===== src/rtl/adc_pipe_decimator.sv =====
// adc_pipe_decimator
//   Consumes the pipelined ADC encoder's output code, drops the encoder's
//   pipeline warm-up samples, and averages 2**LOG2_AVG codes per result.
//   Results go through a small output FIFO and leave on a valid/ready
//   handshake.
//
//   Optional feature macro: ADC_DEC_ROUND_EN
//     defined   : mean = min((sum + 2**(LOG2_AVG-1)) >> LOG2_AVG, 2**NUM_BITS-1)
//     undefined : mean = sum >> LOG2_AVG
//     LOG2_AVG=0 is a pass-through in both modes.
//
// Ports
//   clock_i    in  clock, rising edge
//   reset_ni   in  synchronous active-low reset
//   enable_i   in  decimator enable; low clears accumulation state
//   sample_i   in  strobe: d_i carries a new conversion result
//   d_i        in  [NUM_BITS-1:0] encoder code
//   data_o     out [NUM_BITS-1:0] head-of-FIFO average (0 when empty)
//   valid_o    out FIFO not empty
//   ready_i    in  consumer accepts data_o when valid_o && ready_i
//   level_o    out [$clog2(FIFO_DEPTH):0] FIFO occupancy
//   overflow_o out sticky: an average was dropped on a full FIFO
module adc_pipe_decimator #(
  parameter int NUM_BITS   = 3,
  parameter int LOG2_AVG   = 2,
  parameter int WARMUP     = 2,
  parameter int FIFO_DEPTH = 4
) (
  input  logic                          clock_i,
  input  logic                          reset_ni,
  input  logic                          enable_i,
  input  logic                          sample_i,
  input  logic [NUM_BITS-1:0]           d_i,
  output logic [NUM_BITS-1:0]           data_o,
  output logic                          valid_o,
  input  logic                          ready_i,
  output logic [$clog2(FIFO_DEPTH):0]   level_o,
  output logic                          overflow_o
);

  localparam int AW = NUM_BITS + LOG2_AVG;
  localparam int CW = (LOG2_AVG > 0) ? LOG2_AVG : 1;
  localparam int WW = (WARMUP > 0) ? $clog2(WARMUP + 1) : 1;
  localparam int PW = $clog2(FIFO_DEPTH);
  localparam int LW = PW + 1;
  localparam logic [CW-1:0] CNT_LAST = CW'((1 << LOG2_AVG) - 1);

  typedef enum logic [1:0] {S_IDLE, S_WARM, S_ACC} state_t;

  state_t               state_q, state_d;
  logic [WW-1:0]        warm_q, warm_d;
  logic [CW-1:0]        cnt_q, cnt_d;
  logic [AW-1:0]        acc_q, acc_d;
  logic [NUM_BITS-1:0]  mem_q [FIFO_DEPTH];
  logic [NUM_BITS-1:0]  mem_d [FIFO_DEPTH];
  logic [PW-1:0]        wr_q, wr_d, rd_q, rd_d;
  logic [LW-1:0]        level_q, level_d;
  logic                 ovf_q, ovf_d;

  logic                 push_req;
  logic                 push_ok;
  logic                 pop;
  logic                 valid;
  logic                 full;
  logic [AW:0]          sum_ext;
  logic [NUM_BITS-1:0]  mean;

  // Accumulation control
  always_comb begin
    state_d  = state_q;
    warm_d   = warm_q;
    cnt_d    = cnt_q;
    acc_d    = acc_q;
    push_req = 1'b0;
    if (!enable_i) begin
      state_d = S_IDLE;
      warm_d  = WW'(WARMUP);
      cnt_d   = '0;
      acc_d   = '0;
    end else begin
      case (state_q)
        S_IDLE: state_d = (WARMUP == 0) ? S_ACC : S_WARM;
        S_WARM: begin
          if (sample_i) begin
            warm_d = warm_q - WW'(1);
            if (warm_q == WW'(1)) state_d = S_ACC;
          end
        end
        S_ACC: begin
          if (sample_i) begin
            if (cnt_q == CNT_LAST) begin
              push_req = 1'b1;
              acc_d    = '0;
              cnt_d    = '0;
            end else begin
              acc_d = acc_q + AW'(d_i);
              cnt_d = cnt_q + CW'(1);
            end
          end
        end
        default: state_d = S_IDLE;
      endcase
    end
  end

  // Final sum includes the current strobe, so the mean is ready at the push edge
  assign sum_ext = {1'b0, acc_q} + (AW + 1)'(d_i);

`ifdef ADC_DEC_ROUND_EN
  localparam int HALF = (LOG2_AVG > 0) ? (1 << (LOG2_AVG - 1)) : 0;
  localparam int MAXV = (1 << NUM_BITS) - 1;
  logic [AW:0] rnd_sh;
  always_comb begin
    rnd_sh = (sum_ext + (AW + 1)'(HALF)) >> LOG2_AVG;
    if (rnd_sh > (AW + 1)'(MAXV)) mean = '1;
    else                          mean = rnd_sh[NUM_BITS-1:0];
  end
`else
  assign mean = NUM_BITS'(sum_ext >> LOG2_AVG);
`endif

  // Output FIFO
  assign valid   = (level_q != '0);
  assign full    = (level_q == LW'(FIFO_DEPTH));
  assign pop     = valid && ready_i;
  assign push_ok = push_req && (!full || pop);

  always_comb begin
    mem_d   = mem_q;
    wr_d    = wr_q;
    rd_d    = rd_q;
    ovf_d   = ovf_q;
    if (push_ok) begin
      mem_d[wr_q] = mean;
      wr_d        = wr_q + PW'(1);
    end
    if (pop) rd_d = rd_q + PW'(1);
    if (push_req && !push_ok) ovf_d = 1'b1;
    level_d = level_q + LW'(push_ok) - LW'(pop);
  end

  always_ff @(posedge clock_i) begin
    if (!reset_ni) begin
      state_q <= S_IDLE;
      warm_q  <= WW'(WARMUP);
      cnt_q   <= '0;
      acc_q   <= '0;
      mem_q   <= '{default: '0};
      wr_q    <= '0;
      rd_q    <= '0;
      level_q <= '0;
      ovf_q   <= 1'b0;
    end else begin
      state_q <= state_d;
      warm_q  <= warm_d;
      cnt_q   <= cnt_d;
      acc_q   <= acc_d;
      mem_q   <= mem_d;
      wr_q    <= wr_d;
      rd_q    <= rd_d;
      level_q <= level_d;
      ovf_q   <= ovf_d;
    end
  end

  assign valid_o    = valid;
  assign data_o     = valid ? mem_q[rd_q] : '0;
  assign level_o    = level_q;
  assign overflow_o = ovf_q;

endmodule

===== config.mk =====
export PLATFORM = sky130hd
export DESIGN_NAME = adc_pipe_decimator
export DESIGN_NICKNAME = d
export VERILOG_FILES = /design/src/rtl/adc_pipe_decimator.sv
export SDC_FILE = /design/constraint.sdc
export NUM_CORES = 1
export LEC_CHECK = 0
export BUFFER_PORTS_ARGS = -buffer_cell sky130_fd_sc_hd__buf_2
export CAP_MARGIN = 40
export CORE_ASPECT_RATIO = 0.8
export CORE_MARGIN = 3
export CORE_UTILIZATION = 35
export CTS_CLUSTER_DIAMETER = 200
export CTS_CLUSTER_SIZE = 14
export DETAILED_ROUTE_END_ITERATION = 6
export SLEW_MARGIN = 20
export SYNTH_ARGS = -nofsm -noshare
export SYNTH_HDL_FRONTEND = slang
export SYNTH_SLANG_ARGS = --single-unit

===== constraint.sdc =====
create_clock -name clock_i -period 3 [get_ports clock_i]
set_input_delay 0.45 -clock clock_i [delete_from_list [all_inputs] [get_ports clock_i]]
set_output_delay 0.45 -clock clock_i [all_outputs]
set_load 0.005 [all_outputs]

# ---- Word level (Yosys, flattened, before mapping)
# Cells that the tools add are included.
dict set report totals {
  output_inout_bits 8
  in_bits 8
  wordCells 62
  reg_bits 31
}
dict set report op_classes {
  order_cmp 3
  mux 16
  bitwise_logic 3
  reduce_logical 13
  n_eq_ne 7
  n_addsub 8
}
# operator n
set op_table {}
lappend op_table {{$bwmux W12} 1}
lappend op_table {{$mux W3} 4}
lappend op_table {{$add A5 B3 Y5} 2}
lappend op_table {{$add A2 B1 Y2 const B} 3}
lappend op_table {{$bmux W3 S2} 1}
lappend op_table {{$demux W3 S2} 1}
lappend op_table {{$ge A3 B3 Y1 const B} 2}
lappend op_table {{$mux W2} 3}
lappend op_table {{$not A2 Y3} 2}
lappend op_table {{$pmux W2 S3} 1}
lappend op_table {{$reduce_and A2 Y1} 3}
lappend op_table {{$mux W5} 1}
lappend op_table {{$eq A2 B1 Y1 const B} 2}
lappend op_table {{$eq A2 B2 Y1 const B} 2}
lappend op_table {{$logic_and A1 B1 Y1} 4}
lappend op_table {{$mux W1} 4}
lappend op_table {{$ne A2 B2 Y1 const B} 2}
lappend op_table {{$add A3 B1 Y3} 1}
lappend op_table {{$eq A3 B3 Y1 const B} 1}
lappend op_table {{$lt A3 B1 Y1 const B} 1}
lappend op_table {{$reduce_and A3 Y1} 1}
lappend op_table {{$reduce_bool A3 Y1} 1}
lappend op_table {{$sub A3 B1 Y3} 1}
lappend op_table {{$logic_not A1 Y1} 2}
lappend op_table {{4 further kinds} 4}

# ---- Longest topological paths before layout
# Gate-level depths: netlist of run 1.
dict set report logic_depth {
  word_depth 8
  ltp_mapped 11
  ltp_nobuf 11
}

# ---- Worst setup path after synthesis of run 1
# No wires, ideal clock.
dict set report synth_path {
  path_type {reg-to-reg}
  from {register cnt_q[0]}
  to {register level_q[2], in the netlist level_o[2]}
  setup_time_ps 115
  n_path_buf 0
  t_arrival_ps 2301
  slack_ps 585
  required_ps 2885
  period_less_slack_ps 2415
  stages_incl_launch_ff 12
  path_cell_list {dfxtp_1 -> ha_1 -> nand2_2 -> nor3_2 -> inv_1 -> ha_1 -> inv_1 -> ha_1 -> fa_1 -> xnor2_1 -> xnor2_1 -> and2_1}
}
dict set report synth_between {
  elab_chain_len 8
}
# element line_no
set synth_rtl {}
lappend synth_rtl {{from (decl)} 52} ;# logic [CW-1:0] cnt_q, cnt_d;
lappend synth_rtl {{from (signal assigned)} 156} ;# cnt_q <= cnt_d;
lappend synth_rtl {{$eq A2 B2 Y1} 91} ;# if (cnt_q == CNT_LAST) begin
lappend synth_rtl {{$mux W1} 91}
lappend synth_rtl {{$mux W1} 90} ;# if (sample_i) begin
lappend synth_rtl {{$mux W1} 81} ;# case (state_q)
lappend synth_rtl {{$mux W1} 75} ;# if (!enable_i) begin
lappend synth_rtl {{$logic_and A1 B1 Y1} 126} ;# assign push_ok = push_req && (!full || pop);
lappend synth_rtl {{$add A3 B1 Y3} 139} ;# level_d = level_q + LW'(push_ok) - LW'(pop);
lappend synth_rtl {{$sub A3 B1 Y3} 139}
lappend synth_rtl {{to (signal assigned)} 161} ;# level_q <= level_d;
lappend synth_rtl {{to (decl)} 57} ;# logic [LW-1:0] level_q, level_d;
# Every way passes these cells.
# A chain may end at the register's enable or synchronous reset.

# ---- Worst setup path after layout of run 1
# Ends and elaborated chain as after synthesis.

==> results of run 1 <==
cells in the mapped netlist, drive strengths merged:
cell     instances  share of area (%)
o41ai            2                1.1
nand4            2               0.80
o2111ai          1               0.56
o22ai            4                1.6
xnor2            8                4.5
o21ai            4                1.3
a311oi           1               0.56
dfxtp           31                 40
nor4b            5                5.9
a21oi           12                3.9
o211a            4                2.6
inv              7                1.7
nand3            1               0.32
a21o             1               0.48
mux4             3                4.3
nand2           17                4.3
or3              2               0.80
nand3b           1                1.3
fa               2                2.6
and2             9                3.6
nor2b            5                2.0
nor2             8                1.9
buf              1               0.32
ha              11                8.8
mux2i            2                1.3
clkbuf           5                1.2
nor3b            2               0.96
nor3             2               0.96
xor2             1               0.56
cell type report:
class / count / area share, %
inverters: 7 / 1.45
clock buffers: 5 / 3.80
clock inverters: 3 / 2.42
repair buffers: 17 / 4.98
flip-flops and latches: 31 / 34.3
well taps: 57 / 3.94
multi-input cells: 110 / 49.1
power groups by stage:
stage | Clock (mW) | Combinational [mW] | Sequential [mW]
2_1_floorplan | 0 | 0.175 | 0.475
3_3_place_gp | 0 | 0.215 | 0.490
3_5_place_dp | 0 | 0.225 | 0.492
4_1_cts | 0.422 | 0.226 | 0.484
5_1_grt | 0.447 | 0.255 | 0.491
6_report | 0.411 | 0.222 | 0.482
state kept, by name, indices dropped and copies added, names as in the netlist:
name        flops
state_q         2
mem_q          12
level_o         3
wr_q            2
rd_q            2
warm_q          2
cnt_q           2
overflow_o      1
acc_q           5
worst min-delay path by stage:
stage | startpoint | endpoint | slack [ns] | cells after the start
floorplan | mem_q[4] | mem_q[4] | 0.44 | 2
global placement | mem_q[10] | mem_q[10] | 0.46 | 2
detailed placement | mem_q[1] | mem_q[1] | 0.46 | 2
CTS | enable_i | warm_q[1] | 0.41 | 2
global route | enable_i | warm_q[1] | 0.42 | 2
finish | enable_i | warm_q[1] | 0.42 | 2
cells by family after synthesis:
logic type / count (synthesis)
AO/OA/AOI/OAI: 29
AND/OR/NAND/NOR: 54
adder cells (fa/ha/maj): 13
multiplexers: 5
buffers and inverters: 13
flip-flops: 31
XOR/XNOR: 9
metal layers:
layer | vias to the layer above | track usage (%)
li1 | 573 | -
met1 | 528 | 15.0
met2 | 9 | 22.1
met3 | 6 | 3.70
met4 | 0 | 6.33
met5 | - | 0
placed cells by master, fill, tap and decap left out, drive strengths merged:
cell type / Yosys / final
o21ai: 4 / 4
buf: 1 / 17
nor2b: 5 / 5
o211a: 4 / 4
xor2: 1 / 1
and2: 9 / 9
nand3: 1 / 1
xnor2: 8 / 8
dfxtp: 31 / 31
o22ai: 4 / 4
o41ai: 2 / 2
mux4: 3 / 3
nor3b: 2 / 2
bufinv: 0 / 1
or3: 2 / 2
fa: 2 / 2
ha: 11 / 11
o2111ai: 1 / 1
inv: 7 / 7
nand2: 17 / 17
clkinv: 0 / 2
a311oi: 1 / 1
nor2: 8 / 8
mux2i: 2 / 2
nand4: 2 / 2
a21oi: 12 / 12
nor4b: 5 / 5
nand3b: 1 / 1
nor3: 2 / 2
a21o: 1 / 1
clkbuf: 5 / 5
critical path: stages (launching register included):
cell and delay, ns:
dfxtp_1 0.36, ha_1 0.30, nand2_2 0.18, nor3_2 0.32
inv_1 0.08, ha_1 0.28, inv_1 0.04, ha_1 0.18
fa_1 0.38, xnor2_1 0.15, xnor2_1 0.12, and2_1 0.14
per-stage QoR:
stage / setup WS, ns / util (%) / cells / instance area, um^2 / hold WS (ns)
after floorplan: 0.585 / - / 154 / 1560 / 0.443
after global placement: 0.472 / 40.1 / 222 / 1700 / 0.456
after detailed placement: 0.379 / 40.1 / 222 / 1700 / 0.465
after CTS: 0.348 / 42.8 / 230 / 1810 / 0.414
after global routing: 0.164 / 42.8 / 230 / 1810 / 0.423
final: 0.374 / 42.8 / 230 / 1810 / 0.423
==> run metrics, run 1 <==
Die ar.=5300 um^2; post-synthesis sequential area ratio=39.8%; min Tclk post-route=2.63 ns; Adder-Cell Fraction of Synth Area=11.4%; RSZ-0062 raised after global routing=no; Power Total=1.11 mW; Slew @ Worst Pin=0.645 ns; Crit Path Max Fanout=7; layout filler cell count=406; CP endpoint kind=flop; combinational family with the most area after synthesis=simple AND/OR/NAND/NOR gates; CTS Hold Bufs=0; Setup Viol. Count Final=0; Pleak=0.766 nW; met2 wire len=1380 um; die height=65.7 um; pin count of the biggest net entering global routing=29; Post-DP HPWL=2200 um; RR Startpoint=cnt_q[0]; area of the multi-input gates=888 um^2; Area Overhead vs Synth=16.1%; HP Class=in2reg; Synth cell types=32; clk_skew=0.0109 ns; Worst EP arrival=2.80 ns; Highest Clock Rate=381 MHz; CTS buffer count=5; CTS Sinks=31; post-DR wirelength/cell=12.7 um; routed length on met3=80 um; CTS tree=done; Initial DRC Count=39; Antenna Cells=0; Rel. slew slack=56.9%; area share of xor/xnor cells in the synthesized design=5.06%; register-to-register setup slack=0.37 ns; Worst-path clk slew=0.07 ns; Worst-Skew Late Latency=0.29 ns; Clock power frac=36.9%; Gate Count Post-Synth=154; Max H-tree Level=2; #FFs+latches synth=31; crit path kind=reg2reg; layout cell share with drive strength beyond 1=20.8%; max-slew violations=0; first-pass detailed-route iteration total=3; vias per cell=4.85; GRT Overall Usage=13.0%; compound-cell area share of the yosys netlist=12.0%; total negative slack=0 ns; initial antenna violation count=0; WP data required=3.17 ns; Cell Rows=21; NetSw=309 uW; Fin. Hold Viols=0; Worst VDD drop=0.264 mV; post-CTS setup buffer count=0; GR Overflow Total=0; syn_nets=175; Ports=16; die width=80.6 um; RR Endpoint=level_o[2]; Port Buffers=15; Final ANT Viol Nets=0; status=complete, no violations; crit path to=level_o[2]; Metal-1 WL=1390 um; Setup crit start kind=flop; gpl congestion=0.784; Syn Area/Cell=10.1 um^2; PD cells=616 nW/um^2; Worst Setup SP=cnt_q[0]; Pint=806 uW; CTS resizes=0; Ys Warns=0; switching portion of total power=27.7%; Nets=193; Flop pwr share=43.3%; synthesized cell area=1560 um^2; number of global-route vias before repair=1,150; Initial Util=36.9%; vias=1,116; mux cell area share after synthesis=5.62%; post-route clock period utilization=87.5%; DRC violations left=0; worst-case clock buffer depth=2; max layer used=met4; Max Cap Viol=0; Comb power frac=19.9%; Reg area=621 um^2; FF-to-FF path depth=11; Core Area=4230 um^2; first-pass GRT wire length=5150 um; final WL=2920 um; CTS Root Cell=clkbuf_8; simple-gate share of the synthesized area=22.9%
Note: power is estimated with default switching activity, not from simulation.
==> run 2: changes to the inputs <==
--- a/config.mk
+++ b/config.mk
@@ -14,4 +14,5 @@
 export CTS_CLUSTER_SIZE = 14
 export DETAILED_ROUTE_END_ITERATION = 6
+export RECOVER_POWER = 50
 export SLEW_MARGIN = 20
 export SYNTH_ARGS = -nofsm -noshare
==> constraint.sdc (replaced) <==
create_clock -name clock_i -period 3 [get_ports clock_i]
set_input_delay 0.3 -clock clock_i [delete_from_list [all_inputs] [get_ports clock_i]]
set_output_delay 0.3 -clock clock_i [all_outputs]
set_load 0.005 [all_outputs]
==> run 2 against run 1 <==
  * Sequential cell count unchanged
  * Worst hold slack worse by 0.12 ns
  * Largest cell class unchanged
  * Clock skew down 0.0072 ns
  * Via count up 0.18%
  * Critical endpoint unchanged
  * Largest power group unchanged
  * Die area unchanged
  * Highest routed layer unchanged
==> run metrics, run 2 (synthesized netlist as in run 1, its figures left out) <==
Post-DP HPWL=2330 um (+6.0%); CTS resizes=0 (unchanged); vias=1,118 (+0.18%); Crit Path Max Fanout=7 (unchanged); clk_skew=0.00372 ns (-0.00721 ns); gpl congestion=0.800 (+2.1%); post-route clock period utilization=91.3% (+3.8 points); Worst EP arrival=2.91 ns (+0.11 ns); Hold Crit Endpoint=state_q[0]; RR Endpoint=level_o[2]; max-slew violations=0 (unchanged); Final ANT Viol Nets=0 (unchanged); most frequent cells in the layout=31 x dfxtp_1, 17 x nand2_1, 12 x a21oi_1, 11 x ha_1, 11 x buf_2; pin count of the biggest net entering global routing=29 (unchanged); crit path kind=reg2reg; status=complete, no violations; Port Buffers=15 (unchanged); commonest non-fill, non-tap cell in the layout=dfxtp_1; Core Util, Final=41.5% (-1.3 points); Fin. Hold Viols=0 (unchanged); PD cells=567 nW/um^2 (-7.9%); DRC violations left=0 (unchanged); Initial Util=36.9% (unchanged); WP data required=3.17 ns (about the same); RR Startpoint=cnt_q[0]; layout cell share with drive strength beyond 1=15.9% (-4.9 points); final WL=3100 um (+6.2%); CTS Sinks=31 (unchanged); die height=65.7 um (unchanged); Largest register FFs=12 (unchanged); Core Area=4230 um^2 (unchanged); hold path startpoint=sample_i; Worst-Skew Late Latency=0.28 ns (about the same); Max Cap Viol=0 (unchanged); vias per cell=4.93 (+1.5%); Largest Register=mem_q; Antenna Cells=0 (unchanged); Setup crit start kind=flop; CTS tree=done; Setup Viol. Count Final=0 (unchanged); Hold Path Depth=2 (unchanged); register-to-register setup slack=0.26 ns (-0.11 ns); CTS Hold Bufs=0 (unchanged); Rel. slew slack=31.3% (-26 points); min Tclk post-route=2.74 ns (+0.114 ns); worst-case clock buffer depth=2 (unchanged); Pleak=0.724 nW (-5.4%); post-CTS setup buffer count=0 (unchanged); HP Class=in2reg; first-pass detailed-route iteration total=3 (unchanged); Worst-path clk slew=0.06 ns (about the same); initial antenna violation count=0 (unchanged); number of global-route vias before repair=1,238 (+7.7%); Max H-tree Level=2 (unchanged); CP endpoint kind=flop; Die ar.=5300 um^2 (unchanged); CTS buffer count=5 (unchanged); GRT Overall Usage=14.3% (+1.2 points); Ports=16 (unchanged); Area Overhead vs Synth=12.5%; Slew @ Worst Pin=1.03 ns (+0.385 ns); Initial DRC Count=35 (-10%); first-pass GRT wire length=5620 um (+9.0%); Power Total=995 uW (-11%); Cell Rows=21 (unchanged); RSZ-0062 raised after global routing=no; Worst VDD drop=0.275 mV (+4.2%); Highest Clock Rate=365 MHz (-4.2%); Nets=192 (-0.52%); total negative slack=0 ns (unchanged); die width=80.6 um (unchanged); FF-to-FF path depth=11 (unchanged); GR Overflow Total=0 (unchanged); CTS Root Cell=clkbuf_8; post-DR wirelength/cell=13.7 um (+7.6%)
-- run 2: changes by cell type in the layout (fill, tap and decap cells not counted), sizes merged --
cell	before	now
buf	17	12
clkbuf	5	10
clkinv	2	0
bufinv	1	0
-- run 2: per-layer routing --
metal / wire length, um / global-route usage (%) / vias up
li1: - / - / 572
met1: 1400 / 16.0 / 525
met2: 1510 / 24.4 / 12
met3: 101 / 4.11 / 9
met4: 91 / 7.81 / 0
met5: 0 / 0 / -
-- run 2: final cells by class --
cell class | instances | area [um^2]
multi-input combinational | 110 | 886
clock buffer | 6 | 72.6
fill | 412 | 2480
tap | 57 | 71.3
sequential | 31 | 621
inverter | 7 | 26.3
timing repair buffer | 16 | 77.6
-- run 2: worst max path at each step --
stage	start	cells after the start	endpoint
floorplan	cnt_q[0]	11	level_o[2]
global placement	cnt_q[0]	11	level_o[2]
detailed placement	cnt_q[0]	11	level_o[2]
CTS	cnt_q[0]	11	level_o[2]
global route	cnt_q[0]	11	level_o[2]
finish	cnt_q[0]	11	level_o[2]
-- run 2: through the flow --
step           instance area (um^2)  hold slack, ns  setup slack [ns]  std cells
6_report                       1750           0.306             0.260        227
3_3_place_gp                   1690           0.455             0.467        221
4_1_cts                        1760           0.299             0.308        227
2_1_floorplan                  1560           0.397             0.585        154
5_1_grt                        1750           0.307            0.0910        227
3_5_place_dp                   1690           0.468             0.320        221
-- run 2: report_power, final --
part | switching, mW | internal, mW
sequential | 0.0450 | 0.440
clock | 0.139 | 0.154
combinational | 0.102 | 0.115
total | 0.286 | 0.710
-- run 2: worst max-delay path, stage by stage, from the launching register on --
cell	delay (ns)
dfxtp_1	0.35
ha_1	0.30
nand2_1	0.25
nor3_2	0.34
inv_1	0.08
ha_1	0.29
inv_1	0.04
ha_1	0.19
fa_1	0.38
xnor2_1	0.15
xnor2_1	0.12
and2_1	0.15
==> run 3: changes to the inputs <==
- CORE_MARGIN: 3 -> 2
==> run 3 against run 2 <==
  * Clock power increased by 45%
  * Combinational power about the same
  * Critical path depth unchanged
  * Die area decreased by 5.4%
  * Largest power group unchanged
  * Sequential cell count unchanged
  * Highest routed layer unchanged
  * Via count increased by 0.45%
  * Clock skew decreased by 0.0012 ns
  * Routed wire length decreased by 4.0%
==> run metrics, run 3 (synthesized netlist as in run 1, its figures left out) <==
die width=78.6 um (-2.5%); number of global-route vias before repair=1,189 (-4.0%); vias=1,123 (+0.45%); status=complete, no violations; Area Overhead vs Synth=15.6%; RR Startpoint=cnt_q[0]; post-route clock period utilization=88.1% (-3.3 points); Highest Clock Rate=379 MHz (+3.7%); Setup Viol. Count Final=0 (unchanged); Worst-path clk slew=0.07 ns (about the same); layout cell share with drive strength beyond 1=18.0% (+2.1 points); DRC violations left=0 (unchanged); register-to-register setup slack=0.36 ns (+0.10 ns); crit path kind=reg2reg; final WL=2980 um (-4.0%); vias per cell=4.90 (-0.43%); Die ar.=5010 um^2 (-5.4%); Max H-tree Level=2 (unchanged); Fin. Hold Viols=0 (unchanged); CTS resizes=0 (unchanged); Worst VDD drop=0.240 mV (-12%); Initial Util=36.9% (unchanged); initial antenna violation count=0 (unchanged); Antenna Cells=0 (unchanged); CTS Hold Bufs=0 (unchanged); Final ANT Viol Nets=0 (unchanged); commonest non-fill, non-tap cell in the layout=dfxtp_1; Post-DP HPWL=2190 um (-6.1%); Largest register FFs=12 (unchanged); gpl congestion=0.756 (-5.5%); first-pass detailed-route iteration total=4 (+1); total negative slack=0 ns (unchanged); Worst EP arrival=2.82 ns (-0.09 ns); WP data required=3.18 ns (about the same); Max Cap Viol=0 (unchanged); CTS Sinks=31 (unchanged); hold path startpoint=sample_i; CTS tree=done; Largest Register=mem_q; max-slew violations=0 (unchanged); Ports=16 (unchanged); Setup crit start kind=flop; die height=63.7 um (-3.0%); Crit Path Max Fanout=7 (unchanged); first-pass GRT wire length=5330 um (-5.0%); HP Class=in2reg; Cell Rows=21 (unchanged); Hold Crit Endpoint=state_q[0]; CTS buffer count=5 (unchanged); Pleak=0.749 nW (+3.4%); Core Area=4230 um^2 (unchanged); RR Endpoint=level_o[2]; hold slack=0.298 ns (-0.00766 ns); GR Overflow Total=0 (unchanged); most frequent cells in the layout=31 x dfxtp_1, 16 x nand2_1, 12 x a21oi_1, 11 x ha_1, 11 x buf_2; clk_skew=0.00255 ns (-0.00117 ns); Initial DRC Count=43 (+23%); RSZ-0062 raised after global routing=no; CP endpoint kind=flop; post-CTS setup buffer count=0 (unchanged); Hold Path Depth=2 (unchanged); FF-to-FF path depth=11 (unchanged); GRT Overall Usage=14.0% (-0.26 points); Slew @ Worst Pin=1.09 ns (+0.0560 ns); Worst-Skew Late Latency=0.28 ns (about the same); pin count of the biggest net entering global routing=29 (unchanged); min Tclk post-route=2.64 ns (-0.0979 ns); Port Buffers=15 (unchanged); Rel. slew slack=27.6% (-3.7 points); PD cells=624 nW/um^2 (+10%); post-DR wirelength/cell=13.0 um (-4.9%); worst-case clock buffer depth=2 (unchanged); CTS Root Cell=clkbuf_8; Nets=192 (unchanged)
run 3: critical path, cell delays in order, from the launching register on:
cell	delay (ns)
dfxtp_1	0.36
ha_1	0.31
nand2_2	0.18
nor3_2	0.31
inv_1	0.08
ha_1	0.28
inv_1	0.04
ha_1	0.18
fa_1	0.38
xnor2_1	0.15
xnor2_1	0.12
and2_1	0.14
run 3: final cells by class:
class	instances	area, um^2
multi-input cells	110	888
inverters	7	26.3
flip-flops and latches	31	621
clock buffers	6	82.6
well taps	57	71.3
fillers	413	2430
repair buffers	16	77.6
clock inverters	2	35.0
run 3: layer usage:
metal / part of all wire [%] / vias up / global-route usage, %
met3: 2.4 / 7 / 3.87
met4: 2.8 / 0 / 7.89
met2: 47 / 12 / 22.2
met1: 48 / 529 / 17.1
li1: - / 575 / -
met5: 0 / - / 0
run 3: how the worst max path moves through the flow:
stage	cells after the start	from	endpoint
2_1_floorplan	11	cnt_q[0]	level_o[2]
3_3_place_gp	11	cnt_q[0]	level_o[2]
3_5_place_dp	11	cnt_q[0]	level_o[2]
4_1_cts	11	cnt_q[0]	level_o[2]
5_1_grt	11	cnt_q[0]	level_o[2]
6_report	11	cnt_q[0]	level_o[2]
run 3: report_power, final:
group	internal, mW	switching [mW]
Clock	0.268	0.156
Sequential	0.440	0.0417
Combinational	0.116	0.103
run 3: through the flow:
stage | setup slack (ns) | std cells | power, mW | util [%] | instance area, um^2
after floorplan | 0.585 | 154 | 0.651 | - | 1560
after global placement | 0.466 | 221 | 0.707 | 39.9 | 1690
after detailed placement | 0.368 | 221 | 0.717 | 39.9 | 1690
after CTS | 0.351 | 229 | 1.15 | 42.7 | 1810
after global routing | 0.150 | 229 | 1.19 | 42.6 | 1800
final | 0.358 | 229 | 1.13 | 42.6 | 1800
